[config.mk]
export PLATFORM = sky130hd
export DESIGN_NAME = decode_scoreboard_flat
export DESIGN_NICKNAME = d
export VERILOG_FILES = /design/src/rtl/decode_scoreboard_pkg.sv /design/src/rtl/decode_scoreboard_if.sv /design/src/rtl/decode_scoreboard_entry.sv /design/src/rtl/decode_scoreboard.sv /design/src/flat_wrapper.sv
export SDC_FILE = /design/constraint.sdc
export NUM_CORES = 1
export LEC_CHECK = 0
export ABC_AREA = 1
export BUFFER_PORTS_ARGS = -buffer_cell sky130_fd_sc_hd__buf_2
export CELL_PAD_IN_SITES_DETAIL_PLACEMENT = 1
export CELL_PAD_IN_SITES_GLOBAL_PLACEMENT = 2
export CORE_UTILIZATION = 36
export DETAILED_ROUTE_END_ITERATION = 16
export PLACE_DENSITY = 0.85
export SYNTH_ARGS = -nofsm -noshare
export SYNTH_HDL_FRONTEND = slang
export SYNTH_SLANG_ARGS = --single-unit
export TNS_END_PERCENT = 50
[constraint.sdc]
create_clock -name clk_i -period 2.6 [get_ports clk_i]
set_input_delay 0.52 -clock clk_i [delete_from_list [all_inputs] [get_ports clk_i]]
set_output_delay 0.52 -clock clk_i [all_outputs]
set_load 0.005 [all_outputs]
[src/rtl/decode_scoreboard_pkg.sv]
// Shared types and constants for the DECODE-stage hazard scoreboard.
package decode_scoreboard_pkg;

  localparam int unsigned PC_ADDR  = 15;
  localparam int unsigned SB_AGE_W = 4;

  typedef logic stall_pipeline_sig_t;

  // Age is stored with a fixed width, so LOAD_LATENCY must stay below 2**SB_AGE_W.
  typedef struct packed {
    logic                busy;
    logic                is_load;
    logic [SB_AGE_W-1:0] age;
  } scoreboard_entry_t;

  function automatic logic [SB_AGE_W-1:0] producer_latency(
    input logic        is_load,
    input int unsigned load_lat,
    input int unsigned alu_lat
  );
    return is_load ? SB_AGE_W'(load_lat) : SB_AGE_W'(alu_lat);
  endfunction

endpackage

[src/rtl/decode_scoreboard_if.sv]
// DECODE-side bundle for the scoreboard: source/destination info in, stall and status out.
interface decode_scoreboard_if #(
  parameter int unsigned ADDR_WIDTH = 4,
  parameter int unsigned NUM_SRC    = 3,
  parameter int unsigned CNT_WIDTH  = 16
);
  logic                          issue_valid_i;
  logic [NUM_SRC-1:0]            src_valid_i;
  logic [NUM_SRC*ADDR_WIDTH-1:0] src_addr_i;
  logic                          dest_we_i;
  logic [ADDR_WIDTH-1:0]         dest_addr_i;
  logic                          dest_is_load_i;
  logic                          flush_i;
  logic                          stall_o;
  logic [2**ADDR_WIDTH-1:0]      busy_vec_o;
  logic [CNT_WIDTH-1:0]          stall_count_o;

  modport master (
    output issue_valid_i, src_valid_i, src_addr_i, dest_we_i, dest_addr_i,
           dest_is_load_i, flush_i,
    input  stall_o, busy_vec_o, stall_count_o
  );

  modport slave (
    input  issue_valid_i, src_valid_i, src_addr_i, dest_we_i, dest_addr_i,
           dest_is_load_i, flush_i,
    output stall_o, busy_vec_o, stall_count_o
  );
endinterface

[src/rtl/decode_scoreboard_entry.sv]
// One scoreboard slot: tracks a pending producer of a single register and its age.
module scoreboard_entry
  import decode_scoreboard_pkg::*;
#(
  parameter int unsigned LOAD_LATENCY = 2,
  parameter int unsigned ALU_LATENCY  = 1,
  parameter int unsigned FLUSH_WINDOW = 2
) (
  input  logic clk_i,
  input  logic reset_i,
  input  logic issue_i,
  input  logic is_load_i,
  input  logic flush_i,
  output logic busy_o,
  output logic ready_o
);

  localparam logic [SB_AGE_W-1:0] LOAD_LAT_C  = SB_AGE_W'(LOAD_LATENCY);
  localparam logic [SB_AGE_W-1:0] FLUSH_WIN_C = SB_AGE_W'(FLUSH_WINDOW);

  scoreboard_entry_t   ent_q, ent_d;
  logic [SB_AGE_W-1:0] lat;
  logic                aged_out;

  always_comb begin
    ent_d    = ent_q;
    lat      = producer_latency(ent_q.is_load, LOAD_LATENCY, ALU_LATENCY);
    aged_out = (ent_q.age >= lat);
    if (ent_q.busy && flush_i && (ent_q.age < FLUSH_WIN_C)) begin
      ent_d = '0;
    end else if (issue_i) begin
      // A new producer replaces whatever was here, even one retiring this edge.
      ent_d.busy    = 1'b1;
      ent_d.is_load = is_load_i;
      ent_d.age     = SB_AGE_W'(1);
    end else if (ent_q.busy && aged_out) begin
      ent_d = '0;
    end else if (ent_q.busy && (ent_q.age < LOAD_LAT_C)) begin
      ent_d.age = ent_q.age + 1'b1;
    end
  end

  always_ff @(posedge clk_i or negedge reset_i) begin
    if (!reset_i) ent_q <= '0;
    else          ent_q <= ent_d;
  end

  assign busy_o  = ent_q.busy;
  assign ready_o = !ent_q.busy || aged_out;

endmodule

[src/rtl/decode_scoreboard.sv]
// Multi-source RAW hazard detection for DECODE with per-register producer latency tracking.
module decode_scoreboard
  import decode_scoreboard_pkg::*;
#(
  parameter int unsigned ADDR_WIDTH     = 4,
  parameter int unsigned NUM_SRC        = 3,
  parameter int unsigned LOAD_LATENCY   = 2,
  parameter int unsigned ALU_LATENCY    = 1,
  parameter int unsigned FLUSH_WINDOW   = 2,
  parameter int unsigned UNTRACKED_ADDR = PC_ADDR,
  parameter int unsigned CNT_WIDTH      = 16
) (
  input logic                clk_i,
  input logic                reset_i,
  decode_scoreboard_if.slave sb_if
);

  localparam int unsigned NUM_REGS = 2**ADDR_WIDTH;

  logic [NUM_REGS-1:0]  ready_vec;
  logic [NUM_REGS-1:0]  busy_vec;
  logic [NUM_REGS-1:0]  issue_vec;
  logic                 hazard;
  stall_pipeline_sig_t  stall;
  logic                 issue_fire;
  logic [CNT_WIDTH-1:0] stall_count_q, stall_count_d;

  always_comb begin
    hazard = 1'b0;
    for (int unsigned s = 0; s < NUM_SRC; s++) begin
      if (sb_if.src_valid_i[s] &&
          !ready_vec[sb_if.src_addr_i[s*ADDR_WIDTH +: ADDR_WIDTH]]) begin
        hazard = 1'b1;
      end
    end
    stall = sb_if.issue_valid_i && hazard;
  end

  assign issue_fire = sb_if.issue_valid_i && !stall && sb_if.dest_we_i && !sb_if.flush_i &&
                      (sb_if.dest_addr_i != ADDR_WIDTH'(UNTRACKED_ADDR));

  for (genvar r = 0; r < NUM_REGS; r++) begin : g_entry
    assign issue_vec[r] = issue_fire && (sb_if.dest_addr_i == ADDR_WIDTH'(r));

    scoreboard_entry #(
      .LOAD_LATENCY (LOAD_LATENCY),
      .ALU_LATENCY  (ALU_LATENCY),
      .FLUSH_WINDOW (FLUSH_WINDOW)
    ) u_entry (
      .clk_i     (clk_i),
      .reset_i   (reset_i),
      .issue_i   (issue_vec[r]),
      .is_load_i (sb_if.dest_is_load_i),
      .flush_i   (sb_if.flush_i),
      .busy_o    (busy_vec[r]),
      .ready_o   (ready_vec[r])
    );
  end

  always_comb begin
    stall_count_d = stall_count_q;
    if (stall && (stall_count_q != '1)) stall_count_d = stall_count_q + 1'b1;
  end

  always_ff @(posedge clk_i or negedge reset_i) begin
    if (!reset_i) stall_count_q <= '0;
    else          stall_count_q <= stall_count_d;
  end

  assign sb_if.stall_o       = stall;
  assign sb_if.busy_vec_o    = busy_vec;
  assign sb_if.stall_count_o = stall_count_q;

endmodule

[src/flat_wrapper.sv]
// flat-port wrapper written by rule: the top's interface ports become plain ports
module decode_scoreboard_flat import decode_scoreboard_pkg::*;
#(
  parameter int unsigned ADDR_WIDTH     = 4,
  parameter int unsigned NUM_SRC        = 3,
  parameter int unsigned LOAD_LATENCY   = 2,
  parameter int unsigned ALU_LATENCY    = 1,
  parameter int unsigned FLUSH_WINDOW   = 2,
  parameter int unsigned UNTRACKED_ADDR = PC_ADDR,
  parameter int unsigned CNT_WIDTH      = 16
)
  (clk_i, reset_i, sb_if_issue_valid_i, sb_if_src_valid_i, sb_if_src_addr_i, sb_if_dest_we_i, sb_if_dest_addr_i, sb_if_dest_is_load_i, sb_if_flush_i, sb_if_stall_o, sb_if_busy_vec_o, sb_if_stall_count_o);
  decode_scoreboard_if #(.ADDR_WIDTH(ADDR_WIDTH), .NUM_SRC(NUM_SRC), .CNT_WIDTH(CNT_WIDTH)) sb_if_i ();
  input logic clk_i;
  input logic reset_i;
  input wire logic [$bits(sb_if_i.issue_valid_i)-1:0] sb_if_issue_valid_i;
  input wire logic [$bits(sb_if_i.src_valid_i)-1:0] sb_if_src_valid_i;
  input wire logic [$bits(sb_if_i.src_addr_i)-1:0] sb_if_src_addr_i;
  input wire logic [$bits(sb_if_i.dest_we_i)-1:0] sb_if_dest_we_i;
  input wire logic [$bits(sb_if_i.dest_addr_i)-1:0] sb_if_dest_addr_i;
  input wire logic [$bits(sb_if_i.dest_is_load_i)-1:0] sb_if_dest_is_load_i;
  input wire logic [$bits(sb_if_i.flush_i)-1:0] sb_if_flush_i;
  output wire logic [$bits(sb_if_i.stall_o)-1:0] sb_if_stall_o;
  output wire logic [$bits(sb_if_i.busy_vec_o)-1:0] sb_if_busy_vec_o;
  output wire logic [$bits(sb_if_i.stall_count_o)-1:0] sb_if_stall_count_o;
  assign sb_if_i.issue_valid_i = sb_if_issue_valid_i;
  assign sb_if_i.src_valid_i = sb_if_src_valid_i;
  assign sb_if_i.src_addr_i = sb_if_src_addr_i;
  assign sb_if_i.dest_we_i = sb_if_dest_we_i;
  assign sb_if_i.dest_addr_i = sb_if_dest_addr_i;
  assign sb_if_i.dest_is_load_i = sb_if_dest_is_load_i;
  assign sb_if_i.flush_i = sb_if_flush_i;
  assign sb_if_stall_o = sb_if_i.stall_o;
  assign sb_if_busy_vec_o = sb_if_i.busy_vec_o;
  assign sb_if_stall_count_o = sb_if_i.stall_count_o;
  decode_scoreboard #(.ADDR_WIDTH(ADDR_WIDTH), .NUM_SRC(NUM_SRC), .LOAD_LATENCY(LOAD_LATENCY), .ALU_LATENCY(ALU_LATENCY), .FLUSH_WINDOW(FLUSH_WINDOW), .UNTRACKED_ADDR(UNTRACKED_ADDR), .CNT_WIDTH(CNT_WIDTH)) u_core (.clk_i(clk_i), .reset_i(reset_i), .sb_if(sb_if_i));
endmodule
==> reports/metrics.cfg <==
[outcome]
status=finished with violations
violations=negative setup slack

[detailed_routing]
drt_first_iter_violations=244
wirelength_um=21600
drc_errors=0
avgViaCountPerCell=5.10
wl_per_cell_um=16.4
vias=6711
drtAntennaViolNets=0
drtPass1Iterations=4

[power]
power_mw=8.59
p_leak_nw=4.46
vdd_drop_max_mv=0.414
power_density_nw_per_um2=960

[critical_path]
crit_path_frequent_cell=nand3_2
reg2reg_slack_ns=-0.14
worstSetupPathDepth=14
cp_max_fo=3
cp-endpoint=sb_if_stall_o
cp.arrival_ns=2.23
rr_worst_depth=21
r2r-end=u_core.g_entry[14].u_entry.ent_q[0]$_DFFE_PN0P_
reg2reg_from=u_core.g_entry[5].u_entry.ent_q[4]$_DFFE_PN0P_
crit_start=u_core.g_entry[5].u_entry.ent_q[4]$_DFFE_PN0P_
cp.required_ns=2.08
path_cells=inv_2 -> ha_4 -> o21ai_4 -> nand2_2 -> o21ai_2 -> nand2_1 -> nand2_1 -> nand3_2 -> nand3_2 -> nand3_2 -> nand3_2 -> nand2_2 -> inv_2 -> buf_6
cpLargestDelayFamily=simple AND/OR/NAND/NOR gates
max_stage_delay_ns=0.41
crit_buf_inv=3
start_kind=flop
end_kind=output port
cp_slowest_cell=dfrtp_1
worstSetupPathType=flop to output port

[timing]
fin_worst_skew_ns=0.00634
max_freq_mhz=364
drv_slew=0
hold_ws_ns=0.0953
finalSetupViolCount=52
fin_ws_ns=-0.149
slew_headroom=0.564
period_share=1.06
rsz0062_at_grt=yes
setup_tns_ns=-2.56
finalHoldViolCount=0
tightest_slew_ns=0.653
min_period_ns=2.75

[synthesis]
yosys_warnings=0
netlist.area_leader.share=0.388
syn-cell-area_um2=7220
synth_area_leaders=dfrtp_1 (39%), nand2_1 (9.4%), ha_1 (8.5%)
ys_types=30
synthCells=946
seq_area_frac_synth=0.388
ys_ff_latch=112
syn_avg_cell_area_um2=7.63
synthesis.nets=1020
synth_top_area_cell=dfrtp_1

[floorplan]
rows=51
die_y_um=144
io_pins=58
core_um2=19600
initial_utilization=0.368
die_w_um=144
die_area_um2=20600

[clock_network]
cts_root_buf=clkbuf_16
clk_latency_ns=0.36
clockBufferDepth=2
cts_hold_buf=0
h-tree-depth=3
clkSlewWorstSetupHoldPaths_ns=0.07
cts_buffers=9
clkSinkCount=112
cts_tree=yes

[cells_and_area]
diodes=0
syn_to_final_growth_pct=24.0
multiInputGateArea_um2=4100
final_core_util=0.457
fill_cells=2431
layout.nets=1120
drive_gt1_frac=0.275
finalInstanceArea_um2=8950
most-common-layout-cells=nand2_1 (157), inv_1 (149), dfrtp_1 (112), nand4_1 (77), nand3_1 (59)
mostFrequentLayoutCell=nand2_1
seq_area_um2=2800

[placed_design]
port_buffers=57
gp_congestion=0.859
placed_area_um2=7750
hpwl_um=15700

[worst_hold_path]
hp-class=input pin to asynchronous set/reset pin

[global_route]
grt_pass1_wl_um=34600
grtUsageTotal=0.217
gr-total-overflow=0
grt_pass1_vias=6834
grt_max_degree=44
grt_antenna_before_repair=0

[flow_run]
drv_cap=0

-- logic make-up (layout without fill, tap and decap cells) --
| group | count (synthesis) | after routing | synth area share |
|---|---|---|---|
| AOI/OAI and AO/OA | 107 | 107 | 0.0785 |
| xor gates and xnor gates | 14 | 14 | 0.0170 |
| adders and majority gates | 49 | 49 | 0.0849 |
| buffers and inverters | 201 | 305 | 0.117 |
| DFF | 112 | 112 | 0.388 |
| and+or+nand+nor | 463 | 463 | 0.314 |
-- worst register-to-register path, cell delays in order (launching register included) --
cell	delay [ns]
dfrtp_1	0.41
inv_2	0.10
ha_4	0.21
o21ai_4	0.18
nand2_2	0.10
o21ai_2	0.12
nand2_1	0.09
nand2_1	0.10
nand3_2	0.09
buf_4	0.14
buf_4	0.12
buf_4	0.13
inv_4	0.05
nor2_4	0.03
nor2_4	0.13
nor2_8	0.06
buf_6	0.13
buf_8	0.13
nand3_4	0.11
nand3_2	0.09
nand2_1	0.07
nand2_1	0.04
-- layout make-up --
| class | instances | share of cell area |
|---|---|---|
| multi-input combinational | 633 | 0.458 |
| tap | 265 | 0.0370 |
| timing repair buffer | 114 | 0.0870 |
| inverter | 176 | 0.0741 |
| clock buffer | 11 | 0.0271 |
| sequential | 112 | 0.313 |
| clock inverter | 4 | 0.00336 |
-- flip-flops by register name, indices dropped and copies added, names as in the netlist --
| signal | cells |
|---|---|
| u_core.g_entry.u_entry.busy_o | 16 |
| u_core.g_entry.u_entry.ent_q | 80 |
| u_core.sb_if.stall_count_o | 16 |
-- synthesized netlist by cell type --
cell	n
buf_4	19
nor2_1	68
nand2_1	180
nor2_4	1
a21oi_2	4
inv_1	154
or2_2	1
nor2_2	9
xor2_1	7
a31oi_2	1
xnor2_1	7
nand3_1	82
inv_2	22
clkbuf_1	3
nor4_1	1
nor2_8	1
buf_2	2
nand3_4	5
nand2_2	6
buf_12	1
nand4_1	77
o21ai_0	33
o22ai_1	1
nand3_2	12
nor3_1	20
dfrtp_1	112
ha_1	49
a21oi_1	38
o31ai_1	3
o21ai_1	27
-- how the worst min path moves through the flow --
stage	startpoint	cells after the start	end	slack, ns
after floorplan	reset_i	0	u_core.g_entry[0].u_entry.busy_o$_DFFE_PN0P_	0.22
after global placement	u_core.g_entry[2].u_entry.ent_q[3]$_DFFE_PN0P_	2	u_core.g_entry[2].u_entry.ent_q[3]$_DFFE_PN0P_	0.47
after detailed placement	reset_i	1	u_core.g_entry[3].u_entry.ent_q[2]$_DFFE_PN0P_	0.50
after CTS	reset_i	1	u_core.sb_if.stall_count_o[10]$_DFFE_PN0P_	0.11
after global routing	reset_i	1	u_core.g_entry[11].u_entry.ent_q[3]$_DFFE_PN0P_	0.12
final	reset_i	1	u_core.g_entry[3].u_entry.ent_q[3]$_DFFE_PN0P_	0.1
-- stage by stage --
step | setup slack, ns | std cells
3_5_place_dp | 0.00711 | 1253
5_1_grt | -0.253 | 1315
4_1_cts | -0.154 | 1297
6_report | -0.149 | 1315
2_1_floorplan | 0.519 | 946
3_3_place_gp | -0.000407 | 1253
-- layer usage --
metal  GRT usage  wire length (µm)
met5           0                 0
met4      0.0549               377
met3      0.0357               611
met2       0.382             10800
met1       0.274              9800
-- where the power goes --
part,switching [mW],total [mW],internal [mW]
registers,0.484,2.70,2.22
clock network,0.675,1.35,0.677
logic,2.64,4.53,1.89
total,3.80,8.59,4.79
-- what timing repair did --
| item | 4_1_cts | 5_1_grt |
|---|---|---|
| gates resized for setup | 38 | 108 |
| pin swaps | 17 | 37 |
| setup endpoints to repair | 1 | 90 |
| cloned | 0 | 0 |
| buffers inserted | 29 | 18 |
Note: power is estimated with default switching activity, not from simulation.
